==> src/rtl/branch_target_buffer.sv <==
// Direct-mapped, tagged branch target buffer with 2-bit saturating counters.
// Optional statistics counters are enabled by defining BTB_STATS_EN.
module branch_target_buffer #(
  parameter int unsigned WordSize = 32,
  parameter int unsigned Entries  = 16
) (
  input  logic                clk,
  input  logic                rstn_h,
  input  logic [WordSize-1:0] fetch_pc,
  input  logic                stall,
  input  logic                upd_valid,
  input  logic [WordSize-1:0] upd_pc,
  input  logic [WordSize-1:0] upd_target,
  input  logic                upd_taken,
  output logic                pred_taken,
  output logic [WordSize-1:0] pred_pc,
  output logic [WordSize-1:0] pred_addr
`ifdef BTB_STATS_EN
  ,
  output logic [31:0]         lookup_cnt,
  output logic [31:0]         hit_cnt,
  output logic [31:0]         mispred_cnt
`endif
);

  localparam int unsigned IndexBits = $clog2(Entries);
  localparam int unsigned TagBits   = WordSize - IndexBits - 2;

  typedef struct packed {
    logic                valid;
    logic [TagBits-1:0]  tag;
    logic [WordSize-1:0] target;
    logic [1:0]          ctr;
  } entry_t;

  entry_t btb_q [Entries];

  logic [IndexBits-1:0] fetch_idx;
  logic [TagBits-1:0]   fetch_tag;
  logic [IndexBits-1:0] upd_idx;
  logic [TagBits-1:0]   upd_tag;

  assign fetch_idx = fetch_pc[IndexBits+1:2];
  assign fetch_tag = fetch_pc[WordSize-1:IndexBits+2];
  assign upd_idx   = upd_pc[IndexBits+1:2];
  assign upd_tag   = upd_pc[WordSize-1:IndexBits+2];

  entry_t              fetch_ent;
  logic                fetch_hit;
  logic                fetch_taken;
  logic [WordSize-1:0] fetch_addr;

  // Lookup reads the table state before this edge's update (read-before-write).
  always_comb begin
    fetch_ent   = btb_q[fetch_idx];
    fetch_hit   = fetch_ent.valid && (fetch_ent.tag == fetch_tag);
    fetch_taken = fetch_hit && fetch_ent.ctr[1];
    fetch_addr  = fetch_pc + WordSize'(4);
    if (fetch_taken) begin
      fetch_addr = fetch_ent.target;
    end
  end

  entry_t upd_ent;
  entry_t upd_ent_nxt;
  logic   upd_hit;
  logic   upd_write;

  // Counter training on hit; allocation only on a taken miss.
  always_comb begin
    upd_ent     = btb_q[upd_idx];
    upd_hit     = upd_ent.valid && (upd_ent.tag == upd_tag);
    upd_ent_nxt = upd_ent;
    upd_write   = 1'b0;
    if (upd_valid) begin
      if (upd_hit) begin
        upd_write = 1'b1;
        if (upd_taken) begin
          upd_ent_nxt.target = upd_target;
          if (upd_ent.ctr != 2'b11) begin
            upd_ent_nxt.ctr = upd_ent.ctr + 2'd1;
          end
        end else if (upd_ent.ctr != 2'b00) begin
          upd_ent_nxt.ctr = upd_ent.ctr - 2'd1;
        end
      end else if (upd_taken) begin
        upd_write          = 1'b1;
        upd_ent_nxt.valid  = 1'b1;
        upd_ent_nxt.tag    = upd_tag;
        upd_ent_nxt.target = upd_target;
        upd_ent_nxt.ctr    = 2'b10;
      end
    end
  end

  always_ff @(posedge clk) begin
    if (rstn_h) begin
      for (int i = 0; i < int'(Entries); i++) begin
        btb_q[i].valid <= 1'b0;
        btb_q[i].ctr   <= 2'b01;
      end
      pred_taken <= 1'b0;
      pred_pc    <= '0;
      pred_addr  <= '0;
    end else begin
      if (upd_write) begin
        btb_q[upd_idx] <= upd_ent_nxt;
      end
      if (!stall) begin
        pred_taken <= fetch_taken;
        pred_pc    <= fetch_pc;
        pred_addr  <= fetch_addr;
      end
    end
  end

`ifdef BTB_STATS_EN
  logic upd_mispred;

  assign upd_mispred = upd_valid && ((upd_hit && upd_ent.ctr[1]) != upd_taken);

  // Free-running event counters; wrap naturally at 2^32.
  always_ff @(posedge clk) begin
    if (rstn_h) begin
      lookup_cnt  <= '0;
      hit_cnt     <= '0;
      mispred_cnt <= '0;
    end else begin
      if (!stall) begin
        lookup_cnt <= lookup_cnt + 32'd1;
        if (fetch_hit) begin
          hit_cnt <= hit_cnt + 32'd1;
        end
      end
      if (upd_mispred) begin
        mispred_cnt <= mispred_cnt + 32'd1;
      end
    end
  end
`endif

endmodule
==> config.mk <==
export PLATFORM = sky130hd
export DESIGN_NAME = branch_target_buffer
export DESIGN_NICKNAME = d
export VERILOG_FILES = /design/src/rtl/branch_target_buffer.sv
export SDC_FILE = /design/constraint.sdc
export NUM_CORES = 2
export LEC_CHECK = 0
export BUFFER_PORTS_ARGS = -buffer_cell sky130_fd_sc_hd__buf_4
export CAP_MARGIN = 20
export CORE_ASPECT_RATIO = 0.75
export CORE_MARGIN = 2
export CORE_UTILIZATION = 35
export CTS_BUF_LIST = sky130_fd_sc_hd__clkbuf_16
export CTS_CLUSTER_DIAMETER = 40
export DETAILED_ROUTE_END_ITERATION = 8
export PLACE_DENSITY = 0.51
export SLEW_MARGIN = 15
export SYNTH_ARGS = -nofsm -noshare
export SYNTH_HDL_FRONTEND = slang
export SYNTH_SLANG_ARGS = --single-unit
==> constraint.sdc <==
create_clock -name clk -period 7.4 [get_ports clk]
set_clock_uncertainty 0.15 [all_clocks]
set_input_delay 0.37 -clock clk [delete_from_list [all_inputs] [get_ports clk]]
set_output_delay 0.37 -clock clk [all_outputs]
set_load 0.02 [all_outputs]
After elaboration in Yosys (flattened, before gate mapping):

Memories as Yosys holds them, arrays and structs flattened.
Index checks and enable logic that the tools add are counted.
Widths: inputs -> output; s select.

* bits in read-only memories: 0
* bits in latches: 0
* bits of input ports: 101
* bits in registers: 65
* logic and storage cells: 35
* output and inout port bits: 65
* memories: 1
* bits in writable memories: 976

Memories
* btb_q: words 16, bits a word 61, read ports 2, clocked after Yosys merged registers in 0, write ports 16, line 36 `entry_t btb_q [Entries];`

* multiply operators: 0
* reduce and logical (&&, ||, !) cells: 5
* shifts and indexed selects: 0
* multiplexer cells: 20
* add/subtract/negate cells: 3
* divide/modulo/power cells: 0
* eq/ne operators: 3
* order comparisons: 0
* bitwise gates (word level): 0

Operator list (count)
* $mux 61: 3
* $mux 32: 2
* $reduce_or 61->1: 1
* $eq 26x26->1: 2
* $mux 34: 1
* $add 32x3->32 const B: 1
* $mux 27: 1
* $mux 1: 8
* $mux 2: 4
* $mux 4: 1
* $logic_and 1x1->1: 3
* $add 2x1->2 const B: 1
* $ne 2x2->1 const B: 1
* $reduce_bool 2->1: 1
* $sub 2x1->2 const B: 1

Depth between registers and ports, before layout:

An unclocked memory read counts as a cell.

* word-level depth: 10
* mapped depth: 17
* mapped depth without buffers: 10

Worst setup path before layout:

OpenSTA, ideal clock, no wires.

* path kind: input -> register
* from: input upd_pc[3]
* to: memory btb_q[15][10] (netlist name), enable pin
* path buffers: 3
* library setup time: 474 ps
* setup slack: 1347 ps
* stages on the path: 12
* data required time: 6776 ps
* data arrival time: 5429 ps
* cells stage by stage: buf_6 buf_6 mux4_1 mux2i_1 o21ai_0 a21oi_1 a31oi_1 or4_4 nor4_4 buf_6 o21ai_1 nor2_1

RTL lines
* start: declaration: line 12 `input logic [WordSize-1:0] upd_pc,`
* end: declaration: line 36

==> impl_metrics.yaml <==
outcome:
  status: "finished, final reports clean"
grt:
  antenna_found_initial: 5
  grt_pass1_wl_um: 234000
  grt_start_max_net_pins: 83
  grt_pass1_vias: 30400
  grt-ovfl-total: 0
  gr-usage-all-layers_pct: 22.9
synthesis:
  synth_top_area_share_pct: 58.7
  ys_async_sr_fraction_pct: 0
  synth.cell_area_mm2: 0.0499
  ys_warn_count: 0
  yosysTopAreaCell: "edfxtp_1"
  synth_top_cells_by_area: "edfxtp_1, mux4_2, mux2i_1, dfxtp_1, a22oi_1"
  synth_nets: 2842
  ys_seq_area_share_pct: 61.3
  synthFlopType: "edfxtp_1"
  synthCells: 2740
  synth_edf_count: 976
  synth_cell_types: 75
  synth_area_per_cell_um2: 18.2
  synth-seq-cells: 1041
pwr:
  peakVddDrop_mv: 0.272
  power_mw: 15.2
  p_leak_nw: 19.8
  powerDensity_mw_per_mm2: 257
sta:
  tightest_slew_ns: 1.21
  drv_slew: 0
  fin_tns_setup_ns: 0
  max_freq_mhz: 190
  min_period_ns: 5.25
  finalHoldViolations: 0
  fin_crit_sh_pct: 71.0
  rsz0062_at_grt: "no"
  setup_viol: 0
  maxSlewHeadroom_pct: 19.0
min_path:
  hold-path-endpoint: "btb_q[2][3]"
  min_path_cells: 2
  hp-start: "upd_target[1]"
  holdCritPathClass: "in2reg"
clock_tree:
  cts_sinks: 1041
  tritoncts: "built"
  htreeDepth: 4
  cts_buffers: 149
  post_cts_buffers: 0
  clock_latency_ns: 0.78
  clk_pin_slew_ns: 0.05
  clockRootBuffer: "clkbuf_16"
  cts.path.max_buffers: 3
worst_setup_path:
  cp-startpoint: "btb_q[13][56]"
  reg2reg_depth: 11
  endpoint_kind: "flip-flop"
  crit_required_ns: 7.69
  reg2reg_from: "btb_q[13][56]"
  r2r_end: "btb_q[8][33]"
  critical_path_class: "reg2reg"
  crit_arrival_ns: 5.54
  r2r_slack_ns: 2.15
  cp-start-kind: "flip-flop"
  path_max_fanout: 26
route:
  ant_nets: 0
  avgRoutedWirePerCell_um: 33.4
  viasPerCell: 5.96
  wl_um: 167000
  vias: 29800
  firstDrtPassIters: 5
  remaining_drc_errors: 0
  drt_iter0_markers: 3656
floorplan:
  core-area_mm2: 0.141
  row_count: 119
  initial_core_util_pct: 35.4
  die_h_um: 331
  chipWidth_um: 440
  die_area_mm2: 0.146
  io_pins: 166
job:
  maxCapViolCount: 0
place:
  dp_cells: 4664
  dp_hpwl_um: 101000
  port_buffers: 163
  gp_congestion: 0.849
cells_and_area:
  post-route-util_pct: 42.0
  drive_gt1_share_pct: 34.4
  nNetsFinal: 3106
  fin_cells: 5005
  syn2layout_area_growth_pct: 18.5
## per-layer routing
layer	track usage, %	share of wire [%]	routed length, um	vias up
met3	4.72	7.8	13000	266
met2	36.1	47	78700	1435
met4	7.38	3.0	5020	2
met5	0	0.0090	15	-
li1	-	-	-	12100
met1	31.8	42	70400	16000
## synthesized netlist by cell type, types with 3 or more instances
master / instances
mux4_1: 7
inv_1: 39
xor2_1: 19
nor2b_1: 11
buf_2: 45
a31oi_1: 9
mux2_4: 10
o21ai_1: 4
nor4_1: 15
nand3_1: 30
a2111oi_0: 5
a211o_1: 10
mux2i_1: 200
clkbuf_1: 91
and3_1: 21
dfxtp_1: 65
a22oi_1: 63
mux2_2: 41
o21bai_1: 5
a22o_1: 4
mux4_2: 485
a21oi_1: 45
or2_2: 6
o32ai_1: 4
a221oi_1: 14
nor3_1: 37
nand3b_1: 6
a21o_1: 6
buf_8: 3
a211oi_1: 26
a221o_1: 7
nand2_1: 76
buf_1: 37
o221ai_1: 3
nand2b_1: 36
xnor2_1: 41
o21ai_0: 25
edfxtp_1: 976
nor2_1: 93
buf_4: 16
o211ai_1: 19
and2_1: 6
buf_6: 17
nand4_1: 18
## worst max-delay path: stages (launching register included)
cell and delay [ns]:
edfxtp_1 0.38, mux4_1 0.50, mux2i_1 0.49, o21ai_0 0.30
a21oi_1 0.25, a31oi_1 0.17, or4_4 0.57, nor4_4 0.33
buf_4 0.40, o211ai_1 0.33, inv_4 0.60, buf_4 0.36
## cells in the final DEF (no fill, tap or decap), types with 8 or more instances in the layout
master           n
edfxtp_1       976
mux4_2         485
buf_4          236
mux2i_1        200
clkbuf_16      153
nor2_1          87
nand2_1         75
dfxtp_1         65
a22oi_1         63
dlygate4sd3_1   63
inv_1           45
a21oi_1         45
xnor2_1         41
mux2_2          41
nor3_1          37
nand2b_1        36
nand3_1         30
a211oi_1        26
o21ai_0         25
and3_1          21
inv_6           21
buf_12          21
xor2_1          19
o211ai_1        19
clkinv_1        19
nand4_1         18
clkinvlp_4      16
inv_4           15
bufinv_16       15
a221oi_1        14
nor4_1          14
clkinv_2        14
clkinv_4        13
nor2b_1         10
mux2_4          10
a211o_1         10
a31oi_1          8
## state kept, by name, indices dropped and copies added, names as in the netlist
name	cells
btb_q	976
pred_addr	32
pred_pc	32
pred_taken	1
## power breakdown
group	switching [mW]	internal [mW]
combinational	0.836	0.550
sequential	0.0397	6.61
clock	2.82	4.33
total	3.70	11.5
## cell type report
type,instances,area [um^2]
flip-flops and latches,1041,30600
well taps,1875,2350
clock buffers,153,3830
repair buffers,325,2890
diodes,1,2.50
inverters,43,195
fillers,12400,81800
clock inverters,123,1190
multi-input cells,1444,18100
## per-stage QoR
step                      area, um^2  hold WS [ns]  setup WS (ns)
after global placement         53500         0.314           1.45
after CTS                      59100      0.000799           2.19
after detailed placement       53500         0.310           1.43
final                          59200        0.0331           2.15
after global routing           59200        0.0387           1.89
after floorplan                49900         0.364           1.35
## kinds of logic after synthesis
family          synth area share [%]
flops                           61.3
mux                             27.6
simple gates                    3.70
compound gates                  3.77
buf+inv                         2.54
xor+xnor                        1.05
fa+ha+maj                     0.0451
## repair_timing
| item | CTS | global route |
|---|---|---|
| gates resized for setup | 0 | 0 |
| hold buffers | 62 | 1 |
| endpoints found under the hold margin | 514 | 2 |
## worst max-delay path by stage
stage,endpoint
after floorplan,btb_q[15][10]
after detailed placement,btb_q[8][33]
final,btb_q[8][33]
after global routing,btb_q[8][33]
after CTS,btb_q[8][33]
after global placement,btb_q[8][25]
No activity file was read; power rests on OpenSTA's default activity.
